## config.mk

```make
export PLATFORM = sky130hd
export DESIGN_NAME = stopwatch_lap_ctrl_flat
export DESIGN_NICKNAME = d
export VERILOG_FILES = /design/src/rtl/stopwatch_lap_ctrl_pkg.sv /design/src/rtl/stopwatch_lap_ctrl_if.sv /design/src/rtl/stopwatch_lap_ctrl_lap_buffer.sv /design/src/rtl/stopwatch_lap_ctrl.sv /design/src/flat_wrapper.sv
export SDC_FILE = /design/constraint.sdc
export NUM_CORES = 1
export LEC_CHECK = 0
export BUFFER_PORTS_ARGS = -buffer_cell sky130_fd_sc_hd__buf_2
export CORE_AREA = 2 2 39 41
export CTS_CLUSTER_SIZE = 12
export DETAILED_ROUTE_END_ITERATION = 16
export DIE_AREA = 0 0 41 43
export PLACE_DENSITY = 0.86
export REMOVE_ABC_BUFFERS = 1
export SLEW_MARGIN = 0
export SYNTH_ARGS = -nofsm -noshare
export SYNTH_HDL_FRONTEND = slang
export SYNTH_SLANG_ARGS = --single-unit
```

## constraint.sdc

```tcl
create_clock -name clk -period 3 [get_ports clk]
set_input_delay 0.6 -clock clk [delete_from_list [all_inputs] [get_ports clk]]
set_output_delay 0.6 -clock clk [all_outputs]
set_load 0.01 [all_outputs]
```

## src/rtl/stopwatch_lap_ctrl_pkg.sv

```systemverilog
// stopwatch_pkg: shared state encoding and key bit positions for the stopwatch controller.
package stopwatch_pkg;
    typedef enum logic [2:0] {
        IDLE   = 3'b000,
        RUN    = 3'b001,
        FREEZE = 3'b011,
        PAUSE  = 3'b010,
        RECALL = 3'b110
    } state_t;
    localparam int KEY_RST   = 0;
    localparam int KEY_SPLIT = 1;
    localparam int KEY_PAUSE = 2;
    localparam int KEY_LAP   = 3;
endpackage

```

## src/rtl/stopwatch_lap_ctrl_if.sv

```systemverilog
// stopwatch_lap_ctrl_if: key/time inputs and counter, display and lap outputs of the controller.
interface stopwatch_lap_ctrl_if #(
    parameter int DEPTH = 4,
    parameter int W     = 16
);
    import stopwatch_pkg::*;
    logic [3:0]               keys;
    logic [W-1:0]             time_bcd;
    logic                     cnt_reset;
    logic                     cnt_enable;
    logic                     freeze;
    logic                     disp_sel;
    logic [W-1:0]             lap_data;
    logic [$clog2(DEPTH)-1:0] lap_idx;
    logic [$clog2(DEPTH):0]   lap_count;
    logic                     lap_full;
    modport master (
        output keys, time_bcd,
        input  cnt_reset, cnt_enable, freeze, disp_sel, lap_data, lap_idx, lap_count, lap_full
    );
    modport slave (
        input  keys, time_bcd,
        output cnt_reset, cnt_enable, freeze, disp_sel, lap_data, lap_idx, lap_count, lap_full
    );
endinterface

```

## src/rtl/stopwatch_lap_ctrl_lap_buffer.sv

```systemverilog
// lap_buffer: DEPTH x W lap store with fill count, recall index and registered read port.
// Present only when STOPWATCH_LAP_MEMORY_EN is defined.
`ifdef STOPWATCH_LAP_MEMORY_EN
module lap_buffer
    import stopwatch_pkg::*;
#(
    parameter int DEPTH = 4,
    parameter int W     = 16,
    parameter int IW    = $clog2(DEPTH),
    parameter int CW    = $clog2(DEPTH) + 1
) (
    input  logic          clk,
    input  logic          rst,
    input  logic          clr,
    input  logic          wr,
    input  logic          start,
    input  logic          step,
    input  logic [W-1:0]  din,
    output logic [W-1:0]  dout,
    output logic [IW-1:0] idx,
    output logic [CW-1:0] count,
    output logic          full
);
    logic [W-1:0] mem [DEPTH];
    logic         wr_ok;
    logic         last;
    assign full  = count == CW'(DEPTH);
    assign wr_ok = wr && !full;
    assign last  = CW'(idx) == count - CW'(1);
    always_ff @(posedge clk) begin
        if (wr_ok) mem[count[IW-1:0]] <= din;
    end
    always_ff @(posedge clk) begin
        if (rst) begin
            count <= '0;
            idx   <= '0;
            dout  <= '0;
        end else begin
            count <= clr ? '0 : wr_ok ? count + CW'(1) : count;
            idx   <= (clr || start || (step && last)) ? '0 : step ? idx + IW'(1) : idx;
            dout  <= mem[idx];
        end
    end
endmodule
`endif

```

## src/rtl/stopwatch_lap_ctrl.sv

```systemverilog
// stopwatch_lap_ctrl: key-driven stopwatch sequencer (counter reset/enable, display freeze).
// Lap capture/recall is built only when STOPWATCH_LAP_MEMORY_EN is defined.
module stopwatch_lap_ctrl
    import stopwatch_pkg::*;
#(
    parameter int DEPTH = 4,
    parameter int W     = 16
) (
    input logic clk,
    input logic rst,
    stopwatch_lap_ctrl_if.slave bus
);
    state_t state, nxt, ret, ret_nxt;
    logic   k_rst, k_split, k_pause, k_lap, go, has_laps, enter;
    always_comb begin
        k_rst    = bus.keys[KEY_RST];
        k_split  = !k_rst && bus.keys[KEY_SPLIT];
        k_pause  = !k_rst && !bus.keys[KEY_SPLIT] && bus.keys[KEY_PAUSE];
        k_lap    = bus.keys[KEY_LAP] && !(|bus.keys[KEY_PAUSE:KEY_RST]);
        go       = k_split || k_pause;
        has_laps = bus.lap_count != '0;
        nxt      = state;
        if (k_rst) nxt = IDLE;
        else
            case (state)
                IDLE:    nxt = go ? RUN : (k_lap && has_laps) ? RECALL : IDLE;
                RUN:     nxt = k_split ? FREEZE : k_pause ? PAUSE : RUN;
                FREEZE:  nxt = go ? RUN : FREEZE;
                PAUSE:   nxt = go ? RUN : (k_lap && has_laps) ? RECALL : PAUSE;
                RECALL:  nxt = k_split ? RUN : k_pause ? ret : RECALL;
                default: nxt = IDLE;
            endcase
        enter   = nxt == RECALL && state != RECALL;
        ret_nxt = enter ? state : ret;
    end
    always_ff @(posedge clk) begin
        if (rst) begin
            state <= IDLE;
            ret   <= IDLE;
        end else begin
            state <= nxt;
            ret   <= ret_nxt;
        end
    end
    assign bus.cnt_reset  = state == IDLE;
    assign bus.cnt_enable = state == RUN || state == FREEZE;
    assign bus.freeze     = state == FREEZE || state == RECALL;
`ifdef STOPWATCH_LAP_MEMORY_EN
    lap_buffer #(.DEPTH(DEPTH), .W(W)) u_buf (
        .clk   (clk),
        .rst   (rst),
        .clr   (k_rst),
        .wr    (state == RUN && k_lap),
        .start (enter),
        .step  (state == RECALL && k_lap),
        .din   (bus.time_bcd),
        .dout  (bus.lap_data),
        .idx   (bus.lap_idx),
        .count (bus.lap_count),
        .full  (bus.lap_full)
    );
    assign bus.disp_sel = state == RECALL;
`else
    localparam int IW = $clog2(DEPTH);
    localparam int CW = $clog2(DEPTH) + 1;
    assign bus.disp_sel  = 1'b0;
    assign bus.lap_data  = W'(0);
    assign bus.lap_idx   = IW'(0);
    assign bus.lap_count = CW'(0);
    assign bus.lap_full  = 1'b0;
`endif
endmodule

```

## src/flat_wrapper.sv

```systemverilog
// flat-port wrapper written by rule: the top's interface ports become plain ports
module stopwatch_lap_ctrl_flat import stopwatch_pkg::*;
#(
    parameter int DEPTH = 4,
    parameter int W     = 16
)
  (clk, rst, bus_keys, bus_time_bcd, bus_cnt_reset, bus_cnt_enable, bus_freeze, bus_disp_sel, bus_lap_data, bus_lap_idx, bus_lap_count, bus_lap_full);
  stopwatch_lap_ctrl_if #(.DEPTH(DEPTH), .W(W)) bus_i ();
  input logic clk;
  input logic rst;
  input wire logic [$bits(bus_i.keys)-1:0] bus_keys;
  input wire logic [$bits(bus_i.time_bcd)-1:0] bus_time_bcd;
  output wire logic [$bits(bus_i.cnt_reset)-1:0] bus_cnt_reset;
  output wire logic [$bits(bus_i.cnt_enable)-1:0] bus_cnt_enable;
  output wire logic [$bits(bus_i.freeze)-1:0] bus_freeze;
  output wire logic [$bits(bus_i.disp_sel)-1:0] bus_disp_sel;
  output wire logic [$bits(bus_i.lap_data)-1:0] bus_lap_data;
  output wire logic [$bits(bus_i.lap_idx)-1:0] bus_lap_idx;
  output wire logic [$bits(bus_i.lap_count)-1:0] bus_lap_count;
  output wire logic [$bits(bus_i.lap_full)-1:0] bus_lap_full;
  assign bus_i.keys = bus_keys;
  assign bus_i.time_bcd = bus_time_bcd;
  assign bus_cnt_reset = bus_i.cnt_reset;
  assign bus_cnt_enable = bus_i.cnt_enable;
  assign bus_freeze = bus_i.freeze;
  assign bus_disp_sel = bus_i.disp_sel;
  assign bus_lap_data = bus_i.lap_data;
  assign bus_lap_idx = bus_i.lap_idx;
  assign bus_lap_count = bus_i.lap_count;
  assign bus_lap_full = bus_i.lap_full;
  stopwatch_lap_ctrl #(.DEPTH(DEPTH), .W(W)) u_core (.clk(clk), .rst(rst), .bus(bus_i));
endmodule
```

Word level (Yosys, flattened, before mapping)
Index checks and enable logic that the tools add are counted.
{"block": "totals", "ff_bits": 6, "input_bits": 22, "elab_cells": 27}
{"block": "op_classes", "eq_ne": 6, "mux": 9, "reduce_logical": 10}
{"cell": "one-hot mux 3 bit (5 select lines)", "count": 1}
{"cell": "2-to-1 mux 3 bit", "count": 4}
{"cell": "equality test 3 x 2 -> 1 bit (second input constant)", "count": 2}
{"cell": "equality test 3 bit (second input constant)", "count": 2}
{"cell": "2-to-1 mux 2 bit", "count": 3}
{"cell": "logical AND 1 bit", "count": 4}
{"cell": "equality test 3 x 1 -> 1 bit (second input constant)", "count": 1}
{"cell": "logical NOT 3 bit", "count": 1}
{"cell": "logical OR 1 bit", "count": 3}
{"cell": "inequality test 3 bit (second input constant)", "count": 1}
{"cell": "logical NOT 1 bit", "count": 2}
{"cell": "2-to-1 mux 1 bit", "count": 1}

Depth between registers and ports, before layout
Gate-level depths: netlist (run 1).
{"block": "logic_depth", "depth_word": 9, "mapped_depth": 4}

Worst setup path before layout (run 1)
No wires, ideal clock.
{"block": "synth_path", "path_kind": "register to output", "startpoint": "reg u_core.state[0]", "endpoint": "out bus_freeze", "arrival_ns": 0.780, "required_ns": 2.400, "setup_slack_ns": 1.620, "path_stages_with_launch": 3, "cell_sequence": "dfxtp_1 and2b_2 o21a_1"}
{"block": "synth_between", "elab_chain_cells": 2}
{"item": "start, declared", "line": "stopwatch_lap_ctrl.sv:13", "rtl": "state_t state, nxt, ret, ret_nxt;"}
{"item": "start signal, assigned", "line": "stopwatch_lap_ctrl.sv:41", "rtl": "state <= nxt;"}
{"item": "equality test 3 x 2 -> 1 bit / equality test 3 bit (equally long branches)", "line": "stopwatch_lap_ctrl.sv:47", "rtl": "assign bus.freeze = state == FREEZE || state == RECALL;"}
{"item": "logical OR 1 bit (*)", "line": "stopwatch_lap_ctrl.sv:47"}
{"item": "end, declared", "line": "flat_wrapper.sv:15", "rtl": "output wire logic [$bits(bus_i.freeze)-1:0] bus_freeze;"}
Mark *: on every way between the ends. The rest lies on a longest branch, timed or not.

Worst setup path in the final report (run 1)
Same ends and word-level chain as after synthesis.

==> results.cfg, run 1 <==
[place]
dp_slack_ps = 1471
dp_hpwl_microns = 523.1
io_buffer_count = 7
gp_congestion = 0.7062

[yosys]
ys_seq_area_frac = 0.2588
synth_area_leaders = buf_4 37%, dfxtp_1 26%, nor2b_1 4.0%, nor3b_2 2.7%, a21bo_1 2.2%
ys_ff_latch = 6
synth_edf_count = 0
avgSynthCellArea_sq_um = 8.596
synth_cells = 54
yosysMostFrequentCell = buf_4
synth_area_sq_um = 464.2
yosysWarnings = 0
netlist_top_cells_count = 23 x buf_4, 6 x dfxtp_1, 3 x nor2b_1
ys_async_sr_fraction = 0
synth_top_area_cell = buf_4
synth_top_flop_cell = dfxtp_1
ys_types = 22
synthDominantCellAreaShare = 0.3720

[global_route]
grt_pass1_vias = 246
antenna_found_initial = 0
grt_pass1_wl_microns = 966
grt_max_degree = 8
grt_usage = 0.08652
grt_overflow = 0

[drt]
drt-vias-per-instance = 3.848
drt-initial-drc-count = 4
first_pass_iters = 2
num_vias = 304
wire_per_inst_microns = 7.456
drt_wl_total_microns = 589
drc = 0
ant_nets = 0

[floorplan]
die_x_microns = 41
start_util = 0.3354
dieArea_sq_mm = 0.001763
rows = 14
die_h_microns = 43
pin_count = 48
core_sq_mm = 0.001384

[sta]
tns_ps = 0
fmax_ghz = 0.5619
layout_min_cycle_time_ps = 1780
period_share = 0.5932
fin_ws_ps = 1220
fin_hold_ws_ps = 435.7
finalHoldViolCount = 0
slew_violations = 0
rsz0062_at_grt = no
clock-skew-final_ps = 3.421
setup_violations = 0

[clocking]
cts.htree.levels = 1
clockBufferDepth = 2
clk_pin_slew_worst_paths_ps = 40
insertion_delay_ps = 240
cts_buffers = 3
post_cts_buffers = 0
cts_tree = yes
cts_resized = 0
cts_root_buffer = clkbuf_4
clock-sinks = 6
hold_buffers = 0

[outcome]
status = finished, final reports clean

[worst_setup_path]
regToRegStartpoint = u_core.state[0]
ff2ff_path_depth = 3
worstSetupPathType = flip-flop to primary output
crit_chain = and2b_2, o21a_1, buf_2
worstReg2RegEnd = u_core.state[0]
slowest_delay_ps = 380
cp_slowest_cell = dfxtp_1
r2r_setup_slack_ps = 1900
required_ps = 2400
crit_fanout = 5
arrival_ps = 1180
startpoint_type = flip-flop
end_kind = primary output

[hold_path]
hold_path.class = flip-flop to flip-flop
min_to = u_core.ret[1]
worstHoldStart = u_core.ret[1]
holdPathStages = 2

[pwr]
vdd_ir_drop_max_uv = 141.2
leakage_nw = 0.2132
powerDensity_mw_per_mm2 = 413.0

[cells_and_area]
antenna_cells = 0
fill_cells = 157
area_growth_pct = -2.695
utilization = 0.3264
drive_gt1_frac = 0.2222
nets = 87

[flow_run]
max_cap_violations = 0
how the worst max path moves through the flow:
stage,cells past startpoint,slack [ps],to,startpoint
floorplan,2,1620,bus_freeze,u_core.state[0]
global placement,3,1500,bus_freeze,u_core.state[0]
detailed placement,3,1470,bus_freeze,u_core.state[0]
CTS,3,1210,bus_freeze,u_core.state[0]
global route,3,1140,bus_freeze,u_core.state[0]
finish,3,1220,bus_freeze,u_core.state[0]
cell usage in the layout (no fill, tap or decap):
cell type  count
a21bo_1        1
a21boi_1       1
a21oi_1        1
a31oi_1        1
and2b_2        1
and2b_4        1
buf_2          7
clkbuf_4       3
conb_1        23
dfxtp_1        6
inv_1          2
nand2_1        1
nand3_2        1
nor2_1         2
nor2b_1        3
nor3_1         2
nor3b_2        1
nor4bb_1       1
o211ai_1       1
o21a_1         1
o21bai_1       1
o221ai_1       1
o311ai_1       1
final cells by class:
class / instances / area [sq um] / share of cell area
Multi-Input combinational cell: 45 / 246.5 / 0.5457
Sequential cell: 6 / 120.1 / 0.2659
Timing Repair Buffer: 7 / 35.03 / 0.07756
Clock buffer: 3 / 22.52 / 0.04986
Tap cell: 16 / 20.02 / 0.04432
Inverter: 2 / 7.507 / 0.01662
registers in the layout, indices dropped and copies added (netlist names):
name and flops:
u_core.state 3, u_core.ret 3
per-stage QoR:
stage                     total power [mW]  area, sq um  instances
after floorplan                     0.1082        374.1         53
after global placement              0.1162        429.2         76
after detailed placement            0.1169        429.2         76
after CTS                           0.1895        451.7         79
after global routing                0.1992        451.7         79
final                               0.1865        451.7         79
kinds of logic after synthesis:
kind of cell | synth area share
other cells | 0.008078
buf+inv | 0.3882
flops | 0.2588
compound gates | 0.1483
simple gates | 0.1968
critical path: cells and delay by family, from the launching register on:
family | cells | cell delay (ps)
and+or+nand+nor | 1 | 260
DFF | 1 | 380
AOI/OAI and AO/OA | 1 | 170
buffers and inverters | 1 | 130
layer usage:
layer	track usage	share of wire	vias to the layer above
met4	0.04000	0	0
met3	0.07853	0.14	0
met2	0.1250	0.52	19
met1	0.08091	0.34	132
met5	0	0	-
li1	-	-	153
power breakdown:
part / leakage [nW] / switching, mW / internal [mW] / total [mW]
logic: 0.151 / 0.0219 / 0.0103 / 0.0322
registers: 0.0486 / 0.00196 / 0.0816 / 0.0835
clock network: 0.0138 / 0.0258 / 0.0450 / 0.0708
Note: power is estimated with default switching activity, not from simulation.
==> run 2: changes to the inputs <==
- ABC_AREA: not set -> 1
- CORE_AREA: 2 2 39 41 -> not set
- CORE_UTILIZATION: not set -> 34
- DIE_AREA: 0 0 41 43 -> not set
- PLACE_DENSITY: 0.86 -> 0.82
- clock period: 3 -> 1.8 ns (I/O delays scaled with it)
==> results.cfg, run 2 <==
[outcome]
status = finished, final reports clean

[yosys]
synth_cells = 73
ys_ff_latch = 6
synth_area_leaders = buf_4 35%, dfxtp_1 24%, nand2_1 9.8%, inv_1 6.1%, nor2_1 5.3%
avgSynthCellArea_sq_um = 6.787
synth_top_area_cell = buf_4
synth_edf_count = 0
synth_top_flop_cell = dfxtp_1
netlist_top_cells_count = 23 x buf_4, 13 x nand2_1, 8 x inv_1
yosysMostFrequentCell = buf_4
yosysWarnings = 0
ys_async_sr_fraction = 0
synthDominantCellAreaShare = 0.3485
ys_types = 16
synth_area_sq_um = 495.5
ys_seq_area_frac = 0.2424

[floorplan]
core_sq_mm = 0.001334
die_x_microns = 40.18
die_h_microns = 40.18
start_util = 0.3715
rows = 13
dieArea_sq_mm = 0.001614
pin_count = 48

[worst_setup_path]
startpoint_type = flip-flop
worstSetupPathType = flip-flop to primary output
critPathBufInv = 2
end_kind = primary output
cp_top_family = flip-flops
cp_slowest_cell = dfxtp_1
required_ps = 1440
crit_chain = inv_2, nor2_4, nand2_1, nand2_1, buf_2
crit_fanout = 4
arrival_ps = 1060
cp_common_cell = nand2_1
slowest_delay_ps = 410

[sta]
tns_ps = 0
setup_violations = 0
clock-skew-final_ps = 0.9248
slew_violations = 0
fmax_ghz = 0.7054
period_share = 0.7876
layout_min_cycle_time_ps = 1418
finalHoldViolCount = 0
rsz0062_at_grt = no

[pwr]
powerDensity_mw_per_mm2 = 658.1
leakage_nw = 0.2679
total_power_mw = 0.3170
vdd_ir_drop_max_uv = 317.2

[place]
placed_cells = 94
io_buffer_count = 7
dp_hpwl_microns = 556
gp_congestion = 0.7969

[clocking]
hold_buffers = 0
cts_tree = yes
insertion_delay_ps = 240
cts_resized = 0
cts_root_buffer = clkbuf_4
clockBufferDepth = 2
clock-sinks = 6
clk_pin_slew_worst_paths_ps = 40
cts_buffers = 3
post_cts_buffers = 0
cts.htree.levels = 1

[hold_path]
hold_path.class = primary input to flip-flop

[cells_and_area]
fill_cells = 156
layout_commonest_cell = conb_1
multiInputGateArea_sq_um = 247.7
layout_common_cells = 23 x conb_1, 13 x nand2_1, 8 x inv_1, 7 x nor2_1, 7 x buf_2
drive_gt1_frac = 0.1951
antenna_cells = 0
nets = 106
layout_top_registers = u_core.ret x3, u_core.state x3
seq_area_sq_um = 120.1
fin_cells = 97
utilization = 0.3612
area_growth_pct = -2.778

[drt]
drc = 0
wire_per_inst_microns = 6.784
num_vias = 372
drt-initial-drc-count = 12
drt-vias-per-instance = 3.835
ant_nets = 0
drt_wl_total_microns = 658
first_pass_iters = 2

[global_route]
antenna_found_initial = 0
grt_pass1_vias = 296
grt_pass1_wl_mm = 1.110
grt_overflow = 0
grt_usage = 0.1089
grt_max_degree = 6

[flow_run]
max_cap_violations = 0
## run 2: per-stage QoR
step,instance area [sq um],setup WS (ps),hold WS [ps]
final,481.7,382.3,336.3
after global routing,481.7,301.9,350.1
after floorplan,405.4,697.4,403.4
after CTS,481.7,363.0,328.3
after global placement,459.2,636.6,411.6
after detailed placement,459.2,637.4,421.4
## run 2: worst paths after layout
kind,startpoint,to,slack [ps],cells past startpoint
worst max-delay path,u_core.state[0],bus_freeze,380,5
worst max register to register,u_core.state[1],u_core.state[1],840,6
worst min-delay path,rst,u_core.ret[1],340,2
worst min register to register,u_core.ret[2],u_core.ret[2],420,2
## run 2: layer usage
| layer | up-vias | GRT usage | share of wire |
|---|---|---|---|
| met1 | 156 | 0.1067 | 0.43 |
| li1 | 195 | - | - |
| met4 | 0 | 0.1000 | 0.024 |
| met5 | - | 0 | 0 |
| met2 | 19 | 0.1815 | 0.47 |
| met3 | 2 | 0.03333 | 0.078 |
## run 2: cell families (layout without fill, tap and decap cells)
group / Yosys count / after routing / synth area share
flip-flops: 6 / 6 / 0.2424
AO/OA/AOI/OAI: 6 / 6 / 0.06818
buffers and inverters: 33 / 20 / 0.4243
other: 1 / 23 / 0.007568
AND/OR/NAND/NOR: 27 / 27 / 0.2576
## run 2: where the power goes
part / total, mW / internal [mW] / switching, mW / leakage (nW)
combinational: 0.0551 / 0.0131 / 0.0419 / 0.206
sequential: 0.138 / 0.135 / 0.00250 / 0.0485
clock: 0.124 / 0.0754 / 0.0488 / 0.0138
## run 2: final cells by class
class | count | share of cell area
Clock buffer | 3 | 0.04675
Inverter | 10 | 0.07792
Multi-Input combinational cell | 56 | 0.5143
Sequential cell | 6 | 0.2494
Tap cell | 15 | 0.03896
Timing Repair Buffer | 7 | 0.07273
